### src/rtl/reg_file_sb.sv
// -----------------------------------------------------------------------------
// reg_file_sb
//
// General-purpose register file with two write ports and a load-pending
// scoreboard. Register 0 is hard-wired to zero and can never be busy.
//
// Port A (ALU) and port B (load unit) both write on the rising edge. Port B
// wins when both target the same register. A port B write also clears that
// register's busy bit, which decode sets with a reserve request.
//
// Handshake: the reserve port has no ready/valid pair. i_rsv_en is a request,
// and o_rsv_ack is a combinational accept in the same cycle. A rejected
// request changes nothing; decode simply retries.
//
// Ports
//   i_clk, i_rst_n              clock, asynchronous active-low reset
//   i_rd_addr1/2                read addresses (combinational reads)
//   o_rd_data1/2                read data (optionally bypassed from writes)
//   o_rd_busy1/2                addressed register has a load pending
//   i_wa_en/addr/data           write port A (ALU)
//   i_wb_en/addr/data           write port B (load writeback, clears busy)
//   i_rsv_en/addr, o_rsv_ack    reserve request / same-cycle accept
//   o_busy_count                number of busy registers
//   o_wr_collide                A and B wrote the same nonzero register in
//                               the previous cycle
// -----------------------------------------------------------------------------
module reg_file_sb #(
    parameter int DATA_W = 8,
    parameter int ADDR_W = 3,
    parameter bit BYPASS = 1'b1
) (
    input  logic              i_clk,
    input  logic              i_rst_n,
    input  logic [ADDR_W-1:0] i_rd_addr1,
    input  logic [ADDR_W-1:0] i_rd_addr2,
    output logic [DATA_W-1:0] o_rd_data1,
    output logic [DATA_W-1:0] o_rd_data2,
    output logic              o_rd_busy1,
    output logic              o_rd_busy2,
    input  logic              i_wa_en,
    input  logic [ADDR_W-1:0] i_wa_addr,
    input  logic [DATA_W-1:0] i_wa_data,
    input  logic              i_wb_en,
    input  logic [ADDR_W-1:0] i_wb_addr,
    input  logic [DATA_W-1:0] i_wb_data,
    input  logic              i_rsv_en,
    input  logic [ADDR_W-1:0] i_rsv_addr,
    output logic              o_rsv_ack,
    output logic [ADDR_W:0]   o_busy_count,
    output logic              o_wr_collide
);

    localparam int DEPTH = 2 ** ADDR_W;

    logic [DATA_W-1:0] r_regs [DEPTH];
    logic [DEPTH-1:0]  r_busy;
    logic [ADDR_W:0]   r_busy_count;
    logic              r_wr_collide;

    logic              w_wa_hit;
    logic              w_wb_hit;
    logic              w_rsv_set;
    logic              w_wb_clr;
    logic [DATA_W-1:0] w_rd_data1;
    logic [DATA_W-1:0] w_rd_data2;
    logic              w_rd_busy1;
    logic              w_rd_busy2;

    // Writes to register 0 are discarded, so only nonzero addresses count.
    assign w_wa_hit = i_wa_en && (i_wa_addr != '0);
    assign w_wb_hit = i_wb_en && (i_wb_addr != '0);

    // Reserve to register 0 is acknowledged but does not change any state.
    assign o_rsv_ack = i_rsv_en && ((i_rsv_addr == '0) || !r_busy[i_rsv_addr]);
    assign w_rsv_set = o_rsv_ack && (i_rsv_addr != '0);

    // Only a set bit is counted as a clear. A reserve and a port B write to the
    // same register can never both take effect: the reserve is rejected
    // because the bit is already set.
    assign w_wb_clr  = w_wb_hit && r_busy[i_wb_addr];

    // Register array. Port B has priority over port A.
    always_ff @(posedge i_clk or negedge i_rst_n) begin
        if (!i_rst_n) begin
            for (int i = 0; i < DEPTH; i++) begin
                r_regs[i] <= '0;
            end
        end else begin
            if (w_wb_hit) begin
                r_regs[i_wb_addr] <= i_wb_data;
            end
            if (w_wa_hit && !(w_wb_hit && (i_wb_addr == i_wa_addr))) begin
                r_regs[i_wa_addr] <= i_wa_data;
            end
        end
    end

    // Scoreboard. Port A writes leave busy bits untouched.
    always_ff @(posedge i_clk or negedge i_rst_n) begin
        if (!i_rst_n) begin
            r_busy       <= '0;
            r_busy_count <= '0;
        end else begin
            if (w_wb_clr) begin
                r_busy[i_wb_addr] <= 1'b0;
            end
            if (w_rsv_set) begin
                r_busy[i_rsv_addr] <= 1'b1;
            end
            // Net update: a set and a clear in the same cycle cancel out.
            if (w_rsv_set && !w_wb_clr) begin
                r_busy_count <= r_busy_count + 1'b1;
            end else if (w_wb_clr && !w_rsv_set) begin
                r_busy_count <= r_busy_count - 1'b1;
            end
        end
    end

    always_ff @(posedge i_clk or negedge i_rst_n) begin
        if (!i_rst_n) begin
            r_wr_collide <= 1'b0;
        end else begin
            r_wr_collide <= w_wa_hit && w_wb_hit && (i_wa_addr == i_wb_addr);
        end
    end

    // Read muxes. With bypass, a write in the current cycle is forwarded to the
    // read port, and a load write also hides the busy bit it is about to clear.
    always_comb begin
        w_rd_data1 = r_regs[i_rd_addr1];
        w_rd_busy1 = r_busy[i_rd_addr1];
        if (i_rd_addr1 == '0) begin
            w_rd_data1 = '0;
            w_rd_busy1 = 1'b0;
        end else if (BYPASS && w_wb_hit && (i_wb_addr == i_rd_addr1)) begin
            w_rd_data1 = i_wb_data;
            w_rd_busy1 = 1'b0;
        end else if (BYPASS && w_wa_hit && (i_wa_addr == i_rd_addr1)) begin
            w_rd_data1 = i_wa_data;
        end
    end

    always_comb begin
        w_rd_data2 = r_regs[i_rd_addr2];
        w_rd_busy2 = r_busy[i_rd_addr2];
        if (i_rd_addr2 == '0) begin
            w_rd_data2 = '0;
            w_rd_busy2 = 1'b0;
        end else if (BYPASS && w_wb_hit && (i_wb_addr == i_rd_addr2)) begin
            w_rd_data2 = i_wb_data;
            w_rd_busy2 = 1'b0;
        end else if (BYPASS && w_wa_hit && (i_wa_addr == i_rd_addr2)) begin
            w_rd_data2 = i_wa_data;
        end
    end

    assign o_rd_data1   = w_rd_data1;
    assign o_rd_data2   = w_rd_data2;
    assign o_rd_busy1   = w_rd_busy1;
    assign o_rd_busy2   = w_rd_busy2;
    assign o_busy_count = r_busy_count;
    assign o_wr_collide = r_wr_collide;

endmodule

### config.mk
export PLATFORM = sky130hd
export DESIGN_NAME = reg_file_sb
export DESIGN_NICKNAME = d
export VERILOG_FILES = /design/src/rtl/reg_file_sb.sv
export SDC_FILE = /design/constraint.sdc
export NUM_CORES = 1
export LEC_CHECK = 0
export ABC_AREA = 0
export CAP_MARGIN = 25
export CORE_AREA = 2 2 108 110
export CTS_BUF_LIST = sky130_fd_sc_hd__clkbuf_4 sky130_fd_sc_hd__clkbuf_8
export CTS_CLUSTER_SIZE = 40
export DETAILED_ROUTE_END_ITERATION = 8
export DIE_AREA = 0 0 110 112
export PLACE_DENSITY = 0.74
export SLEW_MARGIN = 25
export SYNTH_ARGS = -nofsm -noshare
export SYNTH_HDL_FRONTEND = slang
export SYNTH_SLANG_ARGS = --single-unit
### constraint.sdc
create_clock -name i_clk -period 7.9 [get_ports i_clk]
set_clock_uncertainty 0.15 [all_clocks]
set_input_delay 1.185 -clock i_clk [delete_from_list [all_inputs] [get_ports i_clk]]
set_output_delay 1.185 -clock i_clk [all_outputs]
set_load 0.01 [all_outputs]
==> flow_metrics.tcl <==
set metrics [dict create \
    status "finished, final reports clean" \
    drtPass1Iterations 5 \
    worstMarginPinSlew_ps 1100 \
    syn_area_per_cell_um2 11.5 \
    synth-main-ff-cell "dfrtp_1" \
    boundaryPins 60 \
    vias 4784 \
    rsz0062_at_grt "no" \
    drive_gt1_frac 0.341 \
    htree_levels 3 \
    drtAntennaViolNets 0 \
    worstSetupPathType "in2out" \
    post-cts-setup-buffer-count 0 \
    drt_iter0_drc 510 \
    antenna_found_initial 0 \
    worstReg2RegStart "r_busy[2]" \
    slew_viol_final 0 \
    async_flop_share 1.00 \
    finalCriticalPeriod_ps 5640 \
    post-route-period-util 0.715 \
    vias_per_cell 6.91 \
    grt_pass1_wl_mm 27.0 \
    p_leak_nw 2.80 \
    dieArea_um2 12300 \
    syn_area_um2 6040 \
    clk_pin_slew_ps 70 \
    start_util 0.541 \
    clock.fmax_ghz 0.177 \
    cts.path.max_buffers 2 \
    dpl.hpwl_mm 11.1 \
    dieWidth_um 110 \
    placementRows 39 \
    start_kind "input port" \
    path_max_fanout 17 \
    clock-sinks 77 \
    endpoint_kind "output pin" \
    regToRegSetupSlack_ps 4980 \
    cts_resized 0 \
    ys_types 53 \
    drv_cap 0 \
    first_global_vias 4824 \
    hp-start "r_regs[57]" \
    hold_viol 0 \
    cts_root_buf "clkbuf_8" \
    drc 0 \
    max-slew-margin-rel 0.264 \
    crit_start "i_wa_addr[1]" \
    grt_max_degree 78 \
    wl_per_cell_um 25.1 \
    fin_setup_tns_ps 0 \
    synthCells 527 \
    clock_latency_ps 390 \
    routed_wl_mm 17.3 \
    die_h_um 112 \
    gr-total-overflow 0 \
    ys_seq_area_frac 0.319 \
    finalPower_mw 1.54 \
    fillers 927 \
    holdBufCountCts 0 \
    cp.required_ps 6570 \
    syn_nets 567 \
    antennaDiodeCount 0 \
    p_per_area_nw_per_um2 225 \
    finalNetCount 584 \
    synth_seq_cells 77 \
    port_buffers 59 \
    grt_usage 0.300 \
    vdd_ir_drop_max_mv 0.113 \
    synthToLayoutAreaGrowth_pct 13.1 \
    hold_path_class "reg2reg" \
    gp_congestion 0.861 \
    arrival_ps 4310 \
    coreArea_um2 11200 \
    cts_buffers 9 \
    cts_tree "built" \
    setup_viol 0 \
    yosys_warnings 0 \
    synth_edf_count 0 \
]
[registers in the layout, indices dropped and copies added (netlist names)]
signal	cells
o_wr_collide	1
o_busy_count	4
r_regs	64
r_busy	8
[placed cells by master, fill, tap and decap left out, types with 2 or more instances in the layout]
cell type	Yosys	layout
nor3_1	2	2
clkdlybuf4s50_1	0	58
dfrtp_1	77	77
nor3b_1	3	3
clkbuf_8	0	9
or4b_2	2	2
and3_1	33	33
o21a_1	2	2
or3_1	3	3
buf_4	2	6
nand3b_1	4	4
nand4_1	5	5
and4_1	2	2
inv_1	4	4
nor2b_1	4	4
xor2_1	5	5
a2111o_1	2	2
clkinv_2	0	5
and2_0	3	3
mux4_2	38	38
nand2_1	13	13
a41o_1	2	2
mux2i_1	15	15
a22o_1	4	4
mux2_2	98	98
nor2_1	14	13
o21ai_0	19	19
ha_1	3	3
nand3_1	17	17
a221oi_1	16	16
a21oi_1	25	25
nand4b_1	4	4
xnor2_1	13	12
mux2_4	16	16
[stage by stage]
step	util	area [um^2]	setup slack [ps]	instances	hold WS [ps]
floorplan	-	6040	3900	527	291
global placement	0.593	6620	2430	676	226
detailed placement	0.593	6620	2300	676	235
CTS	0.609	6810	2280	692	252
global route	0.611	6830	2110	692	271
finish	0.611	6830	2260	692	254
[worst paths after layout]
| path | to | cells after the start |
|---|---|---|
| worst max-delay path | o_rd_data1[3] | 6 |
| worst min-delay path | r_regs[57] | 0 |
| worst max register to register | o_busy_count[3] | 10 |
| worst min register to register | r_regs[57] | 0 |
| max in group asynchronous | r_regs[10] | 1 |
| min in group asynchronous | r_regs[30] | 1 |
[logic make-up (layout without fill, tap and decap cells)]
kind of cell    Yosys count  in the layout  synth area share
compound gates           78             78            0.0882
xor+xnor                 18             18            0.0261
fa+ha+maj                 4              4           0.00953
buf+inv                  63             85            0.0441
flops                    77             77             0.319
mux                     167            167             0.389
simple gates            120            120             0.124
[cell type report]
type	count	area, um^2	share of cell area
flip-flops and latches	77	1930	0.282
multi-input cells	387	3880	0.569
repair buffers	65	637	0.0932
clock buffers	9	124	0.0181
inverters	4	15.0	0.00220
well taps	143	179	0.0262
clock inverters	7	63.8	0.00934
[worst max-delay path, stage by stage]
cell             delay, ps
clkdlybuf4s50_1        710
xnor2_1                920
nand4_1                610
nand3_1                250
a21oi_1                130
clkdlybuf4s50_1        510
[Yosys cell counts, types with 14 or more instances]
| master | n | area share |
|---|---|---|
| a21oi_1 | 25 | 0.021 |
| clkbuf_1 | 33 | 0.021 |
| and3_1 | 33 | 0.034 |
| nand3_1 | 17 | 0.014 |
| mux2_2 | 98 | 0.18 |
| mux4_2 | 38 | 0.14 |
| nor2_1 | 14 | 0.0087 |
| mux2i_1 | 15 | 0.025 |
| mux2_4 | 16 | 0.040 |
| dfrtp_1 | 77 | 0.32 |
| o21ai_0 | 19 | 0.016 |
| a221oi_1 | 16 | 0.023 |
[per-layer routing]
| layer | up-vias | global-route usage | wire, um |
|---|---|---|---|
| li1 | 2059 | - | - |
| met1 | 2453 | 0.415 | 6970 |
| met2 | 232 | 0.451 | 8300 |
| met3 | 40 | 0.0667 | 1480 |
| met4 | 0 | 0.132 | 590 |
| met5 | - | 0 | 0 |
[where the power goes]
group          internal (mW)  total (mW)  switching (mW)  leakage (nW)
sequential             0.494       0.584          0.0899         0.927
clock                  0.144       0.306           0.162         0.103
combinational          0.387       0.649           0.262          1.77
total                   1.02        1.54           0.514          2.80
Power figures use the tool's default switching activity.
